**src/rtl/fpu_pkg.sv**
```systemverilog
`default_nettype none
// ============================================================================
// Module   : fpu_pkg
// Purpose  : Shared FPU types and constants: multiplier response payload and
//            IEEE-754 rounding-mode encodings.
// Revision : 1.0 - initial release
// ============================================================================
package fpu_pkg;

    // One multiplier result as it is stored in a response FIFO
    typedef struct packed {
        logic [31:0] z;
        logic        ovrf;
        logic        udrf;
    } fpu_mul_rsp_t;

    // Rounding modes
    localparam logic [2:0] RNE = 3'b000;  // nearest, ties to even
    localparam logic [2:0] RTZ = 3'b001;  // toward zero
    localparam logic [2:0] RDN = 3'b010;  // toward -inf
    localparam logic [2:0] RUP = 3'b011;  // toward +inf
    localparam logic [2:0] RMM = 3'b100;  // nearest, ties away from zero

endpackage
`default_nettype wire

```
**src/rtl/fpu_rsp_fifo.sv**
```systemverilog
`default_nettype none
// ============================================================================
// Module   : fpu_rsp_fifo
// Purpose  : Per-requester response FIFO holding multiplier results. Exposes
//            its occupancy so the arbiter can compute credits. Head data reads
//            as zero while empty.
// Revision : 1.0 - initial release
// ============================================================================
module fpu_rsp_fifo
    import fpu_pkg::*;
#(
    parameter int DEPTH = 2,
    parameter int OW    = $clog2(DEPTH + 1)
) (
    input  logic          clk,
    input  logic          rst,
    input  logic          i_push,
    input  fpu_mul_rsp_t  i_wdata,
    input  logic          i_pop,
    output fpu_mul_rsp_t  o_rdata,
    output logic          o_valid,
    output logic [OW-1:0] o_occ
);

    localparam int PW = (DEPTH > 1) ? $clog2(DEPTH) : 1;

    fpu_mul_rsp_t  r_mem [DEPTH];
    logic [PW-1:0] r_wr;
    logic [PW-1:0] r_rd;
    logic [OW-1:0] r_occ;
    logic          w_pop;

    // Pointers wrap at DEPTH, which need not be a power of two
    function automatic logic [PW-1:0] f_next(input logic [PW-1:0] p);
        return (p == PW'(DEPTH - 1)) ? '0 : p + 1'b1;
    endfunction

    assign o_valid = (r_occ != '0);
    assign o_occ   = r_occ;
    assign w_pop   = i_pop && o_valid;
    assign o_rdata = o_valid ? r_mem[r_rd] : '0;

    // Storage array; the credit scheme upstream guarantees no push when full
    always_ff @(posedge clk) begin
        if (i_push) begin
            r_mem[r_wr] <= i_wdata;
        end
    end

    // Pointer and occupancy bookkeeping; push+pop together keeps occupancy
    always_ff @(posedge clk) begin
        if (rst) begin
            r_wr  <= '0;
            r_rd  <= '0;
            r_occ <= '0;
        end else begin
            if (i_push) r_wr <= f_next(r_wr);
            if (w_pop)  r_rd <= f_next(r_rd);
            r_occ <= r_occ + OW'(i_push) - OW'(w_pop);
        end
    end

endmodule
`default_nettype wire

```
**src/rtl/fpu_mul_arbiter.sv**
```systemverilog
`default_nettype none
// ============================================================================
// Module   : fpu_mul_arbiter
// Purpose  : Shares one fixed-latency pipelined FP32 multiplier among NREQ
//            requesters. Credit-gated grant, tag pipeline matched to LAT and
//            one response FIFO per requester; the multiplier never stalls.
// Config   : FPU_MUL_ARB_RR_EN defined -> round-robin arbitration,
//            otherwise fixed priority (lowest index wins).
// Revision : 1.0 - initial release
// ============================================================================
module fpu_mul_arbiter
    import fpu_pkg::*;
#(
    parameter int NREQ   = 2,
    parameter int LAT    = 3,
    parameter int RDEPTH = 2
) (
    input  logic               clk,
    input  logic               rst,
    input  logic [NREQ-1:0]    req_valid,
    output logic [NREQ-1:0]    req_ready,
    input  logic [NREQ*32-1:0] req_x,
    input  logic [NREQ*32-1:0] req_y,
    input  logic [NREQ*3-1:0]  req_rmode,
    output logic               mul_valid,
    output logic [31:0]        mul_x,
    output logic [31:0]        mul_y,
    output logic [2:0]         mul_rmode,
    input  logic [31:0]        mul_z,
    input  logic               mul_ovrf,
    input  logic               mul_udrf,
    output logic [NREQ-1:0]    rsp_valid,
    input  logic [NREQ-1:0]    rsp_ready,
    output logic [NREQ*32-1:0] rsp_z,
    output logic [NREQ-1:0]    rsp_ovrf,
    output logic [NREQ-1:0]    rsp_udrf
);

    localparam int IDW = $clog2(NREQ);
    localparam int CW  = $clog2(RDEPTH + 1);

    logic [LAT-1:0]  r_tag_v;
    logic [IDW-1:0]  r_tag_id   [LAT];
    logic [CW-1:0]   r_inflight [NREQ];
    logic [CW-1:0]   w_occ      [NREQ];
    fpu_mul_rsp_t    w_head     [NREQ];
    fpu_mul_rsp_t    w_mul_rsp;
    logic [NREQ-1:0] w_elig;
    logic [NREQ-1:0] w_grant;
    logic [IDW-1:0]  w_gid;
    logic [IDW-1:0]  w_cand;
    logic            w_found;
    logic            w_ret_v;
    logic [IDW-1:0]  w_ret_id;

`ifdef FPU_MUL_ARB_RR_EN
    logic [IDW-1:0]  r_rr_ptr;
`endif

    assign w_ret_v   = r_tag_v[LAT-1];
    assign w_ret_id  = r_tag_id[LAT-1];
    assign w_mul_rsp = {mul_z, mul_ovrf, mul_udrf};

    // Eligibility: valid request and room reserved for its result
    always_comb begin
        for (int i = 0; i < NREQ; i++) begin
            w_elig[i] = req_valid[i] &&
                        (({1'b0, w_occ[i]} + {1'b0, r_inflight[i]}) < (CW + 1)'(RDEPTH));
        end
    end

    // Grant: first eligible requester in search order, none while in reset
    always_comb begin
        w_grant = '0;
        w_gid   = '0;
        w_cand  = '0;
        w_found = 1'b0;
        if (!rst) begin
            for (int k = 0; k < NREQ; k++) begin
`ifdef FPU_MUL_ARB_RR_EN
                w_cand = IDW'((int'(r_rr_ptr) + k) % NREQ);
`else
                w_cand = IDW'(k);
`endif
                if (!w_found && w_elig[w_cand]) begin
                    w_found = 1'b1;
                    w_gid   = w_cand;
                end
            end
            if (w_found) begin
                w_grant[w_gid] = 1'b1;
            end
        end
    end

    assign req_ready = w_grant;
    assign mul_valid = w_found;
    assign mul_x     = w_found ? req_x[32*int'(w_gid) +: 32]   : '0;
    assign mul_y     = w_found ? req_y[32*int'(w_gid) +: 32]   : '0;
    assign mul_rmode = w_found ? req_rmode[3*int'(w_gid) +: 3] : '0;

`ifdef FPU_MUL_ARB_RR_EN
    // Round-robin pointer moves just past the winner; holds when idle
    always_ff @(posedge clk) begin
        if (rst) begin
            r_rr_ptr <= '0;
        end else if (w_found) begin
            r_rr_ptr <= (w_gid == IDW'(NREQ - 1)) ? '0 : w_gid + 1'b1;
        end
    end
`endif

    // Owner tags travel alongside the multiplier pipeline
    always_ff @(posedge clk) begin
        if (rst) begin
            r_tag_v <= '0;
            for (int k = 0; k < LAT; k++) r_tag_id[k] <= '0;
        end else begin
            r_tag_v[0]  <= w_found;
            r_tag_id[0] <= w_gid;
            for (int k = 1; k < LAT; k++) begin
                r_tag_v[k]  <= r_tag_v[k-1];
                r_tag_id[k] <= r_tag_id[k-1];
            end
        end
    end

    // Operations outstanding in the multiplier, per owner
    always_ff @(posedge clk) begin
        if (rst) begin
            for (int i = 0; i < NREQ; i++) r_inflight[i] <= '0;
        end else begin
            for (int i = 0; i < NREQ; i++) begin
                r_inflight[i] <= r_inflight[i] + CW'(w_grant[i])
                               - CW'(w_ret_v && (w_ret_id == IDW'(i)));
            end
        end
    end

    for (genvar gi = 0; gi < NREQ; gi++) begin : g_fifo
        fpu_rsp_fifo #(
            .DEPTH (RDEPTH),
            .OW    (CW)
        ) u_fifo (
            .clk     (clk),
            .rst     (rst),
            .i_push  (w_ret_v && (w_ret_id == IDW'(gi))),
            .i_wdata (w_mul_rsp),
            .i_pop   (rsp_ready[gi]),
            .o_rdata (w_head[gi]),
            .o_valid (rsp_valid[gi]),
            .o_occ   (w_occ[gi])
        );
        assign rsp_z[32*gi +: 32] = w_head[gi].z;
        assign rsp_ovrf[gi]       = w_head[gi].ovrf;
        assign rsp_udrf[gi]       = w_head[gi].udrf;
    end

endmodule
`default_nettype wire

```
**config.mk**
```make
export PLATFORM = sky130hd
export DESIGN_NAME = fpu_mul_arbiter
export DESIGN_NICKNAME = d
export VERILOG_FILES = /design/src/rtl/fpu_pkg.sv /design/src/rtl/fpu_rsp_fifo.sv /design/src/rtl/fpu_mul_arbiter.sv
export SDC_FILE = /design/constraint.sdc
export NUM_CORES = 1
export LEC_CHECK = 0
export ABC_AREA = 0
export CAP_MARGIN = 25
export CORE_ASPECT_RATIO = 1.1
export CORE_MARGIN = 4
export CORE_UTILIZATION = 43
export CTS_BUF_LIST = sky130_fd_sc_hd__clkbuf_8
export CTS_CLUSTER_DIAMETER = 200
export DETAILED_ROUTE_END_ITERATION = 7
export GPL_TIMING_DRIVEN = 0
export PLACE_DENSITY = 0.83
export SETUP_SLACK_MARGIN = 0.5
export SLEW_MARGIN = 20
export SYNTH_ARGS = -nofsm -noshare
export SYNTH_HDL_FRONTEND = slang
export SYNTH_HIERARCHICAL = 1
export SYNTH_SLANG_ARGS = --single-unit
export TNS_END_PERCENT = 10
```
**constraint.sdc**
```tcl
create_clock -name clk -period 2.85 [get_ports clk]
set_input_delay 0.57 -clock clk [delete_from_list [all_inputs] [get_ports clk]]
set_output_delay 0.57 -clock clk [all_outputs]
set_load 0.05 [all_outputs]
```
==> results of run 1 <==
==> metrics by stage <==
step	instance area, µm²	setup slack (ns)	TNS [ns]
global route	10700	-0.546	-33.67
CTS	10800	-0.507	-30.12
detailed placement	10500	-1.25	-79.79
global placement	10400	-1.23	-135.17
finish	10700	-0.470	-27.51
floorplan	6970	0.130	0
==> flip-flops by register name (all words and copies together), names as in the netlist, named ones only <==
register / count
g_fifo.u_fifo/o_occ: 4
r_inflight: 4
r_tag_id: 3
r_tag_v: 3
g_fifo.u_fifo/r_rd: 2
g_fifo.u_fifo/r_wr: 2
g_fifo.u_fifo/r_mem: 136
==> power breakdown <==
group	switching, mW	total [mW]	internal, mW
Combinational	3.52	5.25	1.73
Clock	0.812	1.60	0.790
Sequential	0.0635	2.66	2.60
Total	4.40	9.51	5.11
==> worst max path at each step <==
stage                      endpoint  slack (ns)  depth (start not counted)
after detailed placement   mul_y[8]       -1.25                          8
final                     mul_y[12]       -0.47                          8
after global routing      mul_y[12]       -0.55                          8
after CTS                 mul_y[12]       -0.51                          8
after floorplan           mul_y[10]        0.13                          7
after global placement    mul_y[20]       -1.23                          8
==> critical path, delay by kind of cell (launching register included) <==
kind | cells | cell delay (ns)
and+or+nand+nor | 3 | 0.93
adders and majority gates | 1 | 0.45
buffers and inverters | 3 | 0.43
DFF | 1 | 0.33
AOI/OAI and AO/OA | 1 | 0.19
==> area by class of cell <==
class | instances | area [µm²]
sequential | 156 | 4490
clock inverter | 14 | 158
clock buffer | 17 | 234
timing repair buffer | 323 | 3040
tap | 200 | 250
antenna | 3 | 7.51
inverter | 11 | 41.3
multi-input combinational | 262 | 2240
fill | 1130 | 4940
buffer | 36 | 264
==> repair_timing <==
item | 4_1_cts | 5_1_grt
cloned | 2 | 0
buffers inserted | 4 | 0
setup endpoints to repair | 142 | 133
hold endpoints to repair | 0 | 0
hold buffers | 0 | 0
gates resized for setup | 628 | 69
pin swaps | 7 | 8
==> cell families after synthesis <==
logic type	share of synthesized area
flip-flops	0.653
AND/OR/NAND/NOR	0.0685
multiplexers	0.106
AO/OA/AOI/OAI	0.0998
buffers and inverters	0.0388
adder cells (fa/ha/maj)	0.0204
XOR/XNOR	0.0142
==> cell usage after synthesis <==
cell type    n  area [µm²]
edfxtp_1   136        4080
nor2_1      77         289
mux2i_1     68         681
a32o_1      67         671
dfxtp_1     20         400
clkbuf_1    13        48.8
nor2b_1     13        81.3
buf_2       12        60.1
inv_1       11        41.3
buf_6        9         101
ha_1         8         100
and2_1       6        37.5
mux2_2       4        45.0
xnor2_1      4        35.0
buf_4        2        15.0
fa_1         2        40.0
nand2b_1     2        12.5
nor2_2       2        12.5
o21a_1       2        15.0
xnor3_1      2        45.0
xor2_1       2        17.5
nor2_4       1        11.3
nor3b_2      1        12.5
or4b_4       1        13.8
==> layer usage <==
metal  vias up  share of wire  global-route usage
li1       2490              -                   -
met1      2619           0.37               0.288
met2       247           0.53               0.442
met3        19          0.087              0.0826
met4         0          0.016              0.0702
met5         -              0                   0
==> flow_summary.json, run 1 <==
{
  "cts_tree": "yes",
  "yosys_warnings": 6,
  "ant_nets": 0,
  "dpl.cell_count": 982,
  "slew_headroom": 0.550,
  "drt-vias-per-instance": 5.26,
  "slew_viol_final": 0,
  "initial_core_util": 0.438,
  "worstReg2RegStart": "r_inflight[0][2]",
  "holdCritPathClass": "reg2reg",
  "clockBufferDepth": 2,
  "r2r_setup_slack_ns": 0.47,
  "clockRootBuffer": "clkbuf_8",
  "die_y_um": 141,
  "cpMaxStageDelayCell": "or4b_4",
  "dpl.hpwl_um": 17800,
  "min_to": "r_tag_id[0][2]",
  "gp_congestion": 0.959,
  "min_path_cells": 1,
  "ys_ff_latch": 156,
  "final_core_util": 0.685,
  "hold_ws_ns": 0.443,
  "cp_max_fo": 6,
  "period_minus_slack_ns": 3.32,
  "skew_ns": 0.0125,
  "grt_setup_unrepaired": "true",
  "worstReg2RegEnd": "r_inflight[0][2]",
  "cellPowerDensity_mw_per_mm2": 886,
  "avgRoutedWirePerCell_um": 22.5,
  "violations": "negative setup slack",
  "cp-startpoint": "r_inflight[0][2]",
  "grt_pass1_vias": 5720,
  "num_vias": 5375,
  "layout_commonest_cell": "clkdlybuf4s50_1",
  "yosysSeqAreaShare": 0.653,
  "drv_cap": 0,
  "core_mm2": 0.0157,
  "dr.first_iter.drc_count": 293,
  "htreeDepth": 4,
  "p_leak_nw": 4.44,
  "worst_slack_ns": -0.470,
  "syn_avg_cell_area_um2": 14.8,
  "io_buffers": 313,
  "worstSetupStartpointType": "register",
  "track_usage": 0.250,
  "drive_above_1_share": 0.321,
  "endpoint_kind": "output port",
  "critPathArrivalTime_ns": 2.75,
  "grt_pass1_wl_um": 33600,
  "grt_overflow": 0,
  "worst_skew_pair.late_latency_ns": 0.43,
  "io_pins": 314,
  "drcViolationCount": 0,
  "cts_buffers": 17,
  "cts.sinks": 156,
  "finalHoldViolCount": 0,
  "slowest_delay_ns": 0.57,
  "grt_max_degree": 28,
  "status": "finished with violations",
  "timing.critical_path.mode_cell": "buf_6",
  "crit_chain": "and2_4 > fa_1 > or4b_4 > nor2_4 > buf_6 > buf_6 > a32o_2 > buf_8",
  "rr_worst_depth": 7,
  "syn_nets": 649,
  "synth_cells": 465,
  "area_growth_syn_to_layout_pct": 56.2,
  "die_area_mm2": 0.0181,
  "yosysUniqueCellTypes": 24,
  "timing.fmax_mhz": 301,
  "total_power_mw": 9.51,
  "fin_crit_sh": 1.16,
  "worst_pin_slew_ns": 0.673,
  "clk_pin_slew_worst_paths_ns": 0.08,
  "die_x_um": 129,
  "setup_viol": 69,
  "fin_cells": 1022,
  "finalWirelength_um": 23000,
  "final_net_count": 991,
  "mostFrequentLayoutCells": "172 x clkdlybuf4s50_1, 136 x edfxtp_1, 77 x nor2_1",
  "criticalPathCategory": "reg2out",
  "syn_area_mm2": 0.00687,
  "min_from": "r_tag_id[0][1]",
  "ir_drop_uv": 510,
  "dr.pass1.iters": 4,
  "rows": 48,
  "antenna_found_initial": 3,
  "cp.required_ns": 2.28
}
Power figures use the tool's default switching activity.
==> inputs of run 2 (changes only) <==
PLACE_DENSITY = 0.9   (was 0.83)
clock period = 3.8 ns   (was 2.85 ns; I/O delays follow)
==> run 2 against run 1 <==
  * The run now ends clean
  * Highest routed layer is now met5
  * Sequential share of layout area shrank 0.83 points
  * Global-route usage grew 2.5 points
  * Clock skew shrank 0.0029 ns
  * Setup slack gained 0.72 ns
  * Register-to-register slack gained 0.92 ns
  * Critical path type unchanged
==> flow_summary.json, run 2 (synthesis results as in run 1) <==
{
  "htreeDepth": 4,
  "grt_pass1_vias": 5564,
  "die_x_um": 129,
  "finalWirelength_um": 25500,
  "ir_drop_uv": 365,
  "switchingPower_mw": 3.40,
  "fin_crit_sh": 0.933,
  "drt-vias-per-instance": 5.34,
  "cts.sinks": 156,
  "avgRoutedWirePerCell_um": 24.9,
  "worstReg2RegStart": "r_inflight[0][2]",
  "skew_ns": 0.00969,
  "cp.required_ns": 3.04,
  "p_int_mw": 3.92,
  "comb_power_share": 0.578,
  "p_leak_nw": 4.00,
  "dpl_cell_area_mm2": 0.0104,
  "drv_cap": 0,
  "dr.first_iter.drc_count": 366,
  "cts_buffers": 17,
  "fin_tns_setup_ns": 0,
  "grt_pass1_wl_um": 35600,
  "io_pins": 314,
  "finalHoldViolCount": 0,
  "dpl.hpwl_um": 19900,
  "finalInstanceArea_mm2": 0.0109,
  "initial_core_util": 0.438,
  "rr_worst_depth": 8,
  "grt_max_degree": 27,
  "status": "finished clean",
  "area_growth_syn_to_layout_pct": 59.3,
  "timing.fmax_mhz": 282,
  "cp_max_fo": 7,
  "fillers": 1066,
  "largest_register_ffs": 136,
  "cts_tree": "yes",
  "core_mm2": 0.0157,
  "grt_setup_unrepaired": "true",
  "die_area_mm2": 0.0181,
  "clockBufferDepth": 2,
  "worstSetupStartpointType": "register",
  "criticalPathCategory": "reg2out",
  "slew_viol_final": 0,
  "num_vias": 5464,
  "io_buffers": 313,
  "grt_overflow": 0,
  "min_path_cells": 1,
  "worst_pin_slew_ns": 0.713,
  "total_power_mw": 7.32,
  "rows": 48,
  "antenna_found_initial": 2,
  "r2r_setup_slack_ns": 1.39,
  "cts.hold.buffers_added": 0,
  "mostFrequentLayoutCells": "242 x clkdlybuf4s50_1, 136 x edfxtp_1, 77 x nor2_1",
  "cellPowerDensity_mw_per_mm2": 669,
  "swShare": 0.464,
  "dr.pass1.iters": 5,
  "period_minus_slack_ns": 3.55,
  "clockRootBuffer": "clkbuf_8",
  "gp_congestion": 0.889,
  "clk_pin_slew_worst_paths_ns": 0.08,
  "worst_skew_pair.late_latency_ns": 0.43,
  "clockPowerShare": 0.150,
  "worstReg2RegEnd": "r_inflight[0][2]",
  "min_from": "r_tag_id[0][1]",
  "final_core_util": 0.698,
  "drcViolationCount": 0,
  "ant_nets": 0,
  "setup_viol": 0,
  "min_to": "r_tag_id[0][2]",
  "top_register": "g_fifo.u_fifo/r_mem",
  "die_y_um": 141,
  "slew_headroom": 0.524,
  "endpoint_kind": "output port",
  "drive_above_1_share": 0.219,
  "holdCritPathClass": "reg2reg",
  "track_usage": 0.275,
  "critPathArrivalTime_ns": 2.79,
  "final_net_count": 994,
  "layout_commonest_cell": "clkdlybuf4s50_1",
  "power_frac_seq": 0.271
}
## run 2: cell count changes in the layout (fill, tap and decap cells not counted), moves of 3 or more
| cell | change |
|---|---|
| buf_6 | +13 |
| dlygate4sd2_1 | -33 |
| buf_8 | -3 |
| a32o_1 | +45 |
| buf_2 | -17 |
| a32o_2 | -45 |
| clkbuf_4 | +3 |
| clkdlybuf4s50_1 | +70 |
| buf_16 | +4 |
| buf_4 | -30 |
| clkbuf_2 | -5 |
## run 2: repair_timing
action	4_1_cts	5_1_grt
gates cloned	4	0
gates resized for setup	458	48
endpoints found under the setup margin	70	70
setup buffers	5	0
pin swaps	11	6
## run 2: stage by stage
| stage | std cells | setup WS, ns | hold WS [ns] |
|---|---|---|---|
| 2_1_floorplan | 465 | 0.579 | 0.414 |
| 3_3_place_gp | 978 | -0.901 | 0.416 |
| 3_5_place_dp | 982 | -0.979 | 0.430 |
| 4_1_cts | 1023 | 0.210 | 0.447 |
| 5_1_grt | 1024 | 0.175 | 0.461 |
| 6_report | 1024 | 0.254 | 0.444 |
## run 2: final cells by class
type,count,area [µm²],area share
sequential,156,4490,0.410
buffer,36,270,0.0247
inverter,11,41.3,0.00377
clock inverter,15,124,0.0113
multi-input combinational,262,2170,0.199
timing repair buffer,326,3360,0.307
antenna,1,2.50,0.000229
tap,200,250,0.0229
clock buffer,17,234,0.0214
## run 2: critical path, cell delays in order, from the launching register on
cell	delay, ns
dfxtp_2	0.33
and2_4	0.15
fa_1	0.45
or4b_4	0.58
nor2_4	0.17
buf_8	0.18
buf_6	0.13
a32o_2	0.22
buf_8	0.17
## run 2: worst max-delay path by stage
stage	endpoint	depth (start not counted)	from	slack, ns
2_1_floorplan	mul_rmode[0]	6	g_fifo[1].u_fifo/o_occ[0]	0.58
3_3_place_gp	mul_y[17]	7	rst	-0.90
3_5_place_dp	mul_y[17]	7	rst	-0.98
4_1_cts	mul_y[6]	8	r_inflight[0][2]	0.21
5_1_grt	mul_y[6]	8	r_inflight[0][2]	0.17
6_report	mul_y[6]	8	r_inflight[0][2]	0.25
## run 2: power groups by stage
stage | Combinational [mW] | Sequential [mW] | Clock (mW)
6_report | 4.23 | 1.99 | 1.10
5_1_grt | 4.42 | 2.00 | 1.21
4_1_cts | 4.19 | 1.98 | 1.12
3_5_place_dp | 4.07 | 2.03 | 0
3_3_place_gp | 4.03 | 2.02 | 0
2_1_floorplan | 2.61 | 2.02 | 0
## run 2: routing by layer
metal,up-vias,global-route usage,wire length (µm)
met5,-,0,19
met4,2,0.111,1210
met3,57,0.133,3040
met2,295,0.460,12600
met1,2614,0.298,8690
li1,2496,-,-
==> inputs of run 3 (changes only) <==
GPL_ROUTABILITY_DRIVEN = 0   (was default)
==> results of run 3 <==
The final DEF is identical to that of run 2; final timing and power are the same.
==> edit 1: new RTL, config.mk and constraints of run 1 <==
Register the input `req_rmode` before use, cleared by the reset. The logic sees it one clock later. The other inputs are not delayed to match.
--- a/src/rtl/fpu_mul_arbiter.sv
+++ b/src/rtl/fpu_mul_arbiter.sv
@@ -40,2 +40,12 @@
     localparam int CW  = $clog2(RDEPTH + 1);
+
+    logic [NREQ*3-1:0] req_rmode_q;
+
+    always_ff @(posedge clk) begin
+        if (rst) begin
+            req_rmode_q <= '0;
+        end else begin
+            req_rmode_q <= req_rmode;
+        end
+    end
 
@@ -99,3 +109,3 @@
     assign mul_y     = w_found ? req_y[32*int'(w_gid) +: 32]   : '0;
-    assign mul_rmode = w_found ? req_rmode[3*int'(w_gid) +: 3] : '0;
+    assign mul_rmode = w_found ? req_rmode_q[3*int'(w_gid) +: 3] : '0;
 
Formal check against the unedited RTL: not equivalent (a bounded check fails within 4 cycles, from zero or initial values and one cycle with rst high).
==> edit 1 against run 1 <==
- the run still ends with setup timing left
- routed wire length increased by 1.3%
- power increased by 5.4%
- count of clock-buffer cells in the layout unchanged
- clock power increased by 12%
- register-to-register slack got worse by 70 ps
- cell area increased by 5.4%
- worst setup slack improved by 79 ps
- critical path depth unchanged
- synthesized area increased by 2.3%
- sequential share of layout area decreased by 1.1 points
- sequential cell count increased by 6
- critical path type unchanged
- critical endpoint is now mul_y[10]
==> edit 1: results (changes against run 1) <==
| Metric | Value |
|---|---|
| Synth cell types | 25 (+4.2%) |
| Max incr delay on CP | 540 ps (-30 ps) |
| Vias | 5506 (+2.4%) |
| Setup violation total in the final timing report | 68 (-1.4%) |
| Met1 WL | 8550 um (+1.5%) |
| Max IR drop VDD | 0.419 mV (-18%) |
| First-pass GRT wire length | 34000 um (+1.5%) |
| Post-DP HPWL | 17700 um (-0.43%) |
| Final setup margin | -391 ps (+79.0 ps) |
| Placed Cells | 994 (+1.2%) |
| Final GP Congestion | 0.946 (-1.4%) |
| Post-synth top cells | edfxtp_1 (136), nor2_1 (77), mux2i_1 (68) |
| Failing checks | setup timing |
| Synth Area per Inst | 14.7 sq um (-0.23%) |
| Final std cells w/o fill | 1042 (+2.0%) |
| Outcome | finished, violations left |
| Sequential area share after synthesis | 65.5% (+0.21 points) |
| Worst endpoint data arrival time | 2670 ps (-80 ps) |
| Metal2 WL | 12300 um (+0.22%) |
| Initial DRC Count | 274 (-6.5%) |
| DRT Wirelength | 23300 um (+1.3%) |
| GRT Overall Usage | 24.9% (-0.039 points) |
| Worst-margin pin slew | 692 ps (+18.3 ps) |
| Share of cells above drive strength 1 | 32.4% (+0.31 points) |
| Setup TNS | -23870 ps (+3640 ps) |
==> edit 1: layout make-up <==
class                           count  area share, %
Tap cell                          200           2.21
Clock buffer                       17           2.07
Sequential cell                   162           40.8
Timing Repair Buffer              330           29.8
Antenna cell                        3         0.0664
Multi-Input combinational cell    268           20.4
Clock inverter                     15           1.79
Buffer                             36           2.52
Inverter                           11          0.365
==> edit 1: per-layer routing <==
| metal | up-vias | global-route usage [%] |
|---|---|---|
| li1 | 2541 | - |
| met1 | 2681 | 28.4 |
| met2 | 250 | 43.6 |
| met3 | 34 | 8.78 |
| met4 | 0 | 8.26 |
| met5 | - | 0 |
==> edit 1: worst max-delay path, delay by kind of cell (launching register included) <==
kind	cells	cell delay, ps
compound gates	1	160
fa+ha+maj	1	440
buf+inv	3	440
flops	1	330
simple gates	3	870
==> edit 1: path summary, 6_finish.rpt <==
path,from,endpoint,slack (ps),cells past startpoint
worst max-delay path,r_inflight[0][2]$_SDFF_PP0_,mul_y[10],-390,8
worst min-delay path,r_tag_id[0][0]$_SDFF_PP0_,r_tag_id[0][1]$_SDFF_PP0_,440,1
worst max register to register,r_inflight[0][2]$_SDFF_PP0_,r_inflight[0][2]$_SDFF_PP0_,400,9
worst min register to register,r_tag_id[0][0]$_SDFF_PP0_,r_tag_id[0][1]$_SDFF_PP0_,440,1
==> edit 1: cell families after synthesis <==
| family | Yosys count | share of synthesized area [%] |
|---|---|---|
| simple gates | 109 | 7.22 |
| fa+ha+maj | 10 | 1.99 |
| compound gates | 69 | 9.75 |
| mux | 72 | 10.3 |
| flops | 162 | 65.5 |
| buf+inv | 47 | 3.84 |
| xor+xnor | 8 | 1.39 |
==> edit 1: power by group through the flow <==
| stage | combinational, W | sequential, W | clock [W] |
|---|---|---|---|
| floorplan | 0.00355 | 0.00278 | 0 |
| global placement | 0.00534 | 0.00279 | 0 |
| detailed placement | 0.00540 | 0.00280 | 0 |
| CTS | 0.00548 | 0.00274 | 0.00184 |
| global route | 0.00572 | 0.00276 | 0.00195 |
| finish | 0.00547 | 0.00275 | 0.00180 |
==> edit 1: timing repair <==
| action | 4_1_cts | 5_1_grt |
|---|---|---|
| endpoints found under the setup margin | 142 | 129 |
| gates resized for setup | 693 | 62 |
| cloned | 3 | 1 |
| setup buffers | 8 | 1 |
| pin swaps | 13 | 18 |
==> edit 1: per-stage QoR <==
| stage | utilization [%] | power (W) | area (sq um) | hold slack, ps |
|---|---|---|---|---|
| 2_1_floorplan | - | 0.00633 | 7130 | 414 |
| 3_3_place_gp | 66.3 | 0.00813 | 10500 | 417 |
| 3_5_place_dp | 67.1 | 0.00819 | 10600 | 425 |
| 4_1_cts | 71.1 | 0.0101 | 11300 | 446 |
| 5_1_grt | 71.3 | 0.0104 | 11300 | 468 |
| 6_report | 71.3 | 0.0100 | 11300 | 441 |
==> edit 2: new RTL, flow settings as in run 1 <==
Made on the original files. The parameter `RDEPTH` goes from 2 to 4.
--- a/src/rtl/fpu_mul_arbiter.sv
+++ b/src/rtl/fpu_mul_arbiter.sv
@@ -15,3 +15,3 @@
     parameter int LAT    = 3,
-    parameter int RDEPTH = 2
+    parameter int RDEPTH = 4
 ) (
Check against the original RTL: not equivalent (a bounded check fails within 4 cycles, from zero or initial values and one cycle with rst high).
==> edit 2 against run 1 <==
- the flow still finishes with violations (setup timing)
- synthesized cell count up 44%
- routed wire length rose by 48%
- sequential cell count up 146
- synthesized area rose by 86%
- cell area grew 68%
- power is 78% higher
- global-route usage down 4.8 points
- worst setup slack got worse by 110 ps
==> edit 2: results (changes against run 1) <==
| Metric | Value |
|---|---|
| CP max-delay cell | or4b_1 |
| First-pass GRT wire length | 50100 um (+49%) |
| Number of global-route vias before repair | 8430 (+47%) |
| Number of synthesized flops with an enable pin | 272 (+100%) |
| Pin count of the biggest net entering global routing | 25 (-11%) |
| Setup TNS | -40610 ps (-13110 ps) |
| Top cells by area, synth | edfxtp_1 (64%), mux4_2 (11%), o221a_2 (5.2%) |
| Initial DRC Count | 632 (+120%) |
| Clock insertion delay at the later pin of the skew report | 550 ps (+120 ps) |
| Cts bufs inserted | 44 (+27) |
| Total nets after synthesis | 868 (+34%) |
| Post-DP HPWL | 23900 um (+34%) |
| Outcome | finished, violations left |
| Setup violation total in the final timing report | 125 (+81%) |
| Skew final | 24.6 ps (+12.1 ps) |
| Failing checks | setup timing |
| Share of cells above drive strength 1 | 32.5% (+0.36 points) |
| FFs w/ async S/R, synth | 0% (unchanged) |
| Max incr delay on CP | 460 ps (-110 ps) |
| Max FFs per register | 272 (+100%) |
| Ys Warns | 6 (unchanged) |
| Clock root cell | clkbuf_8 |
| Final nets | 1248 (+26%) |
| Initial antenna violation count | 8 (+5) |
| Final setup margin | -582 ps (-112 ps) |
| Worst endpoint data arrival time | 2860 ps (+110 ps) |
| Reg2reg path depth | 11 (+4) |
| Synth cell types | 38 (+58%) |
| Critical path fanouts, max | 6 (unchanged) |
| H-tree depth | 2 (-2) |
| DRT Pass-1 Iters | 5 (+1) |
| Max IR drop VDD | 0.682 mV (+34%) |
| Post-DR wirelength/cell | 23.4 um (+3.8%) |
| Final GP Congestion | 0.804 (-16%) |
| Hold Crit Class | flip-flop to flip-flop |
| Largest reg by FF count | g_fifo.u_fifo/r_mem |
| Leak | 6.48 nW (+46%) |
| Clock slew at reported path FFs | 60 ps (-20 ps) |
| Ys flop type | edfxtp_1 |
| CTS Buffer Depth | 3 (+1) |
| Post-synth top cells | edfxtp_1 (272), and2_1 (77), mux4_2 (60) |
| Vias | 7836 (+46%) |
| Sequential area share after synthesis | 68.5% (+3.2 points) |
| Port-buffer cells | 313 (unchanged) |
| Worst-margin pin slew | 692 ps (+18.9 ps) |
| GRT Overall Usage | 20.2% (-4.8 points) |
| CP top delay family | simple AND/OR/NAND/NOR gates |
| Cell depth of the worst hold path | 1 (unchanged) |
[edit 2: cell families (layout without fill, tap and decap cells)]
logic type	after synthesis	after routing	share of synthesized area [%]
other cells	0	2	0
buf+inv	64	475	3.11
simple gates	118	118	5.64
mux	80	80	13.2
xor+xnor	6	6	0.625
flops	302	302	68.5
fa+ha+maj	24	24	2.58
compound gates	76	76	6.41
[edit 2: worst paths after layout]
kind         slack [ps]                           to                            startpoint
min                 430        r_tag_v[1]$_SDFF_PP0_                 r_tag_v[0]$_SDFF_PP0_
max reg2reg          80  r_inflight[0][4]$_SDFF_PP0_  g_fifo[1].u_fifo/o_occ[2]$_SDFF_PP0_
max                -580                    mul_y[30]  g_fifo[1].u_fifo/o_occ[2]$_SDFF_PP0_
min reg2reg         430        r_tag_v[1]$_SDFF_PP0_                 r_tag_v[0]$_SDFF_PP0_
[edit 2: timing repair]
item                                    in CTS  in global routing
hold buffers                                 0                  0
resized for setup                          617                 57
gates cloned                                 1                  2
buffers inserted                             6                  4
pin swaps                                   14                  8
endpoints found under the setup margin     145                145
[edit 2: final cells by class]
| type | instances | area (sq um) |
|---|---|---|
| Fill cell | 2110 | 11500 |
| Sequential cell | 302 | 8790 |
| Buffer | 49 | 453 |
| Inverter | 15 | 60.1 |
| Clock buffer | 44 | 606 |
| Timing Repair Buffer | 334 | 3480 |
| Multi-Input combinational cell | 304 | 3980 |
| Antenna cell | 2 | 5.00 |
| Clock inverter | 33 | 179 |
| Tap cell | 374 | 468 |
[edit 2: layer usage]
layer	track usage (%)	routed length, um
met1	23.4	12200
met2	37.9	18200
met3	5.19	3040
met4	4.08	556
met5	0	26
[edit 2: power breakdown]
| part | switching [W] | total (W) | internal, W |
|---|---|---|---|
| registers | 0.0000997 | 0.00508 | 0.00498 |
| clock network | 0.00154 | 0.00308 | 0.00154 |
| logic | 0.00541 | 0.00878 | 0.00337 |
[edit 2: stage by stage]
stage / worst slack (ps) / utilization, % / power, W / cells / cell area (sq um)
after floorplan: -55.8 / - / 0.0108 / 670 / 12900
after global placement: -1490 / 55.9 / 0.0135 / 1357 / 16500
after detailed placement: -1480 / 56.5 / 0.0136 / 1365 / 16700
after CTS: -671 / 60.3 / 0.0168 / 1449 / 17800
after global routing: -644 / 61.1 / 0.0176 / 1455 / 18000
final: -582 / 61.1 / 0.0169 / 1457 / 18000
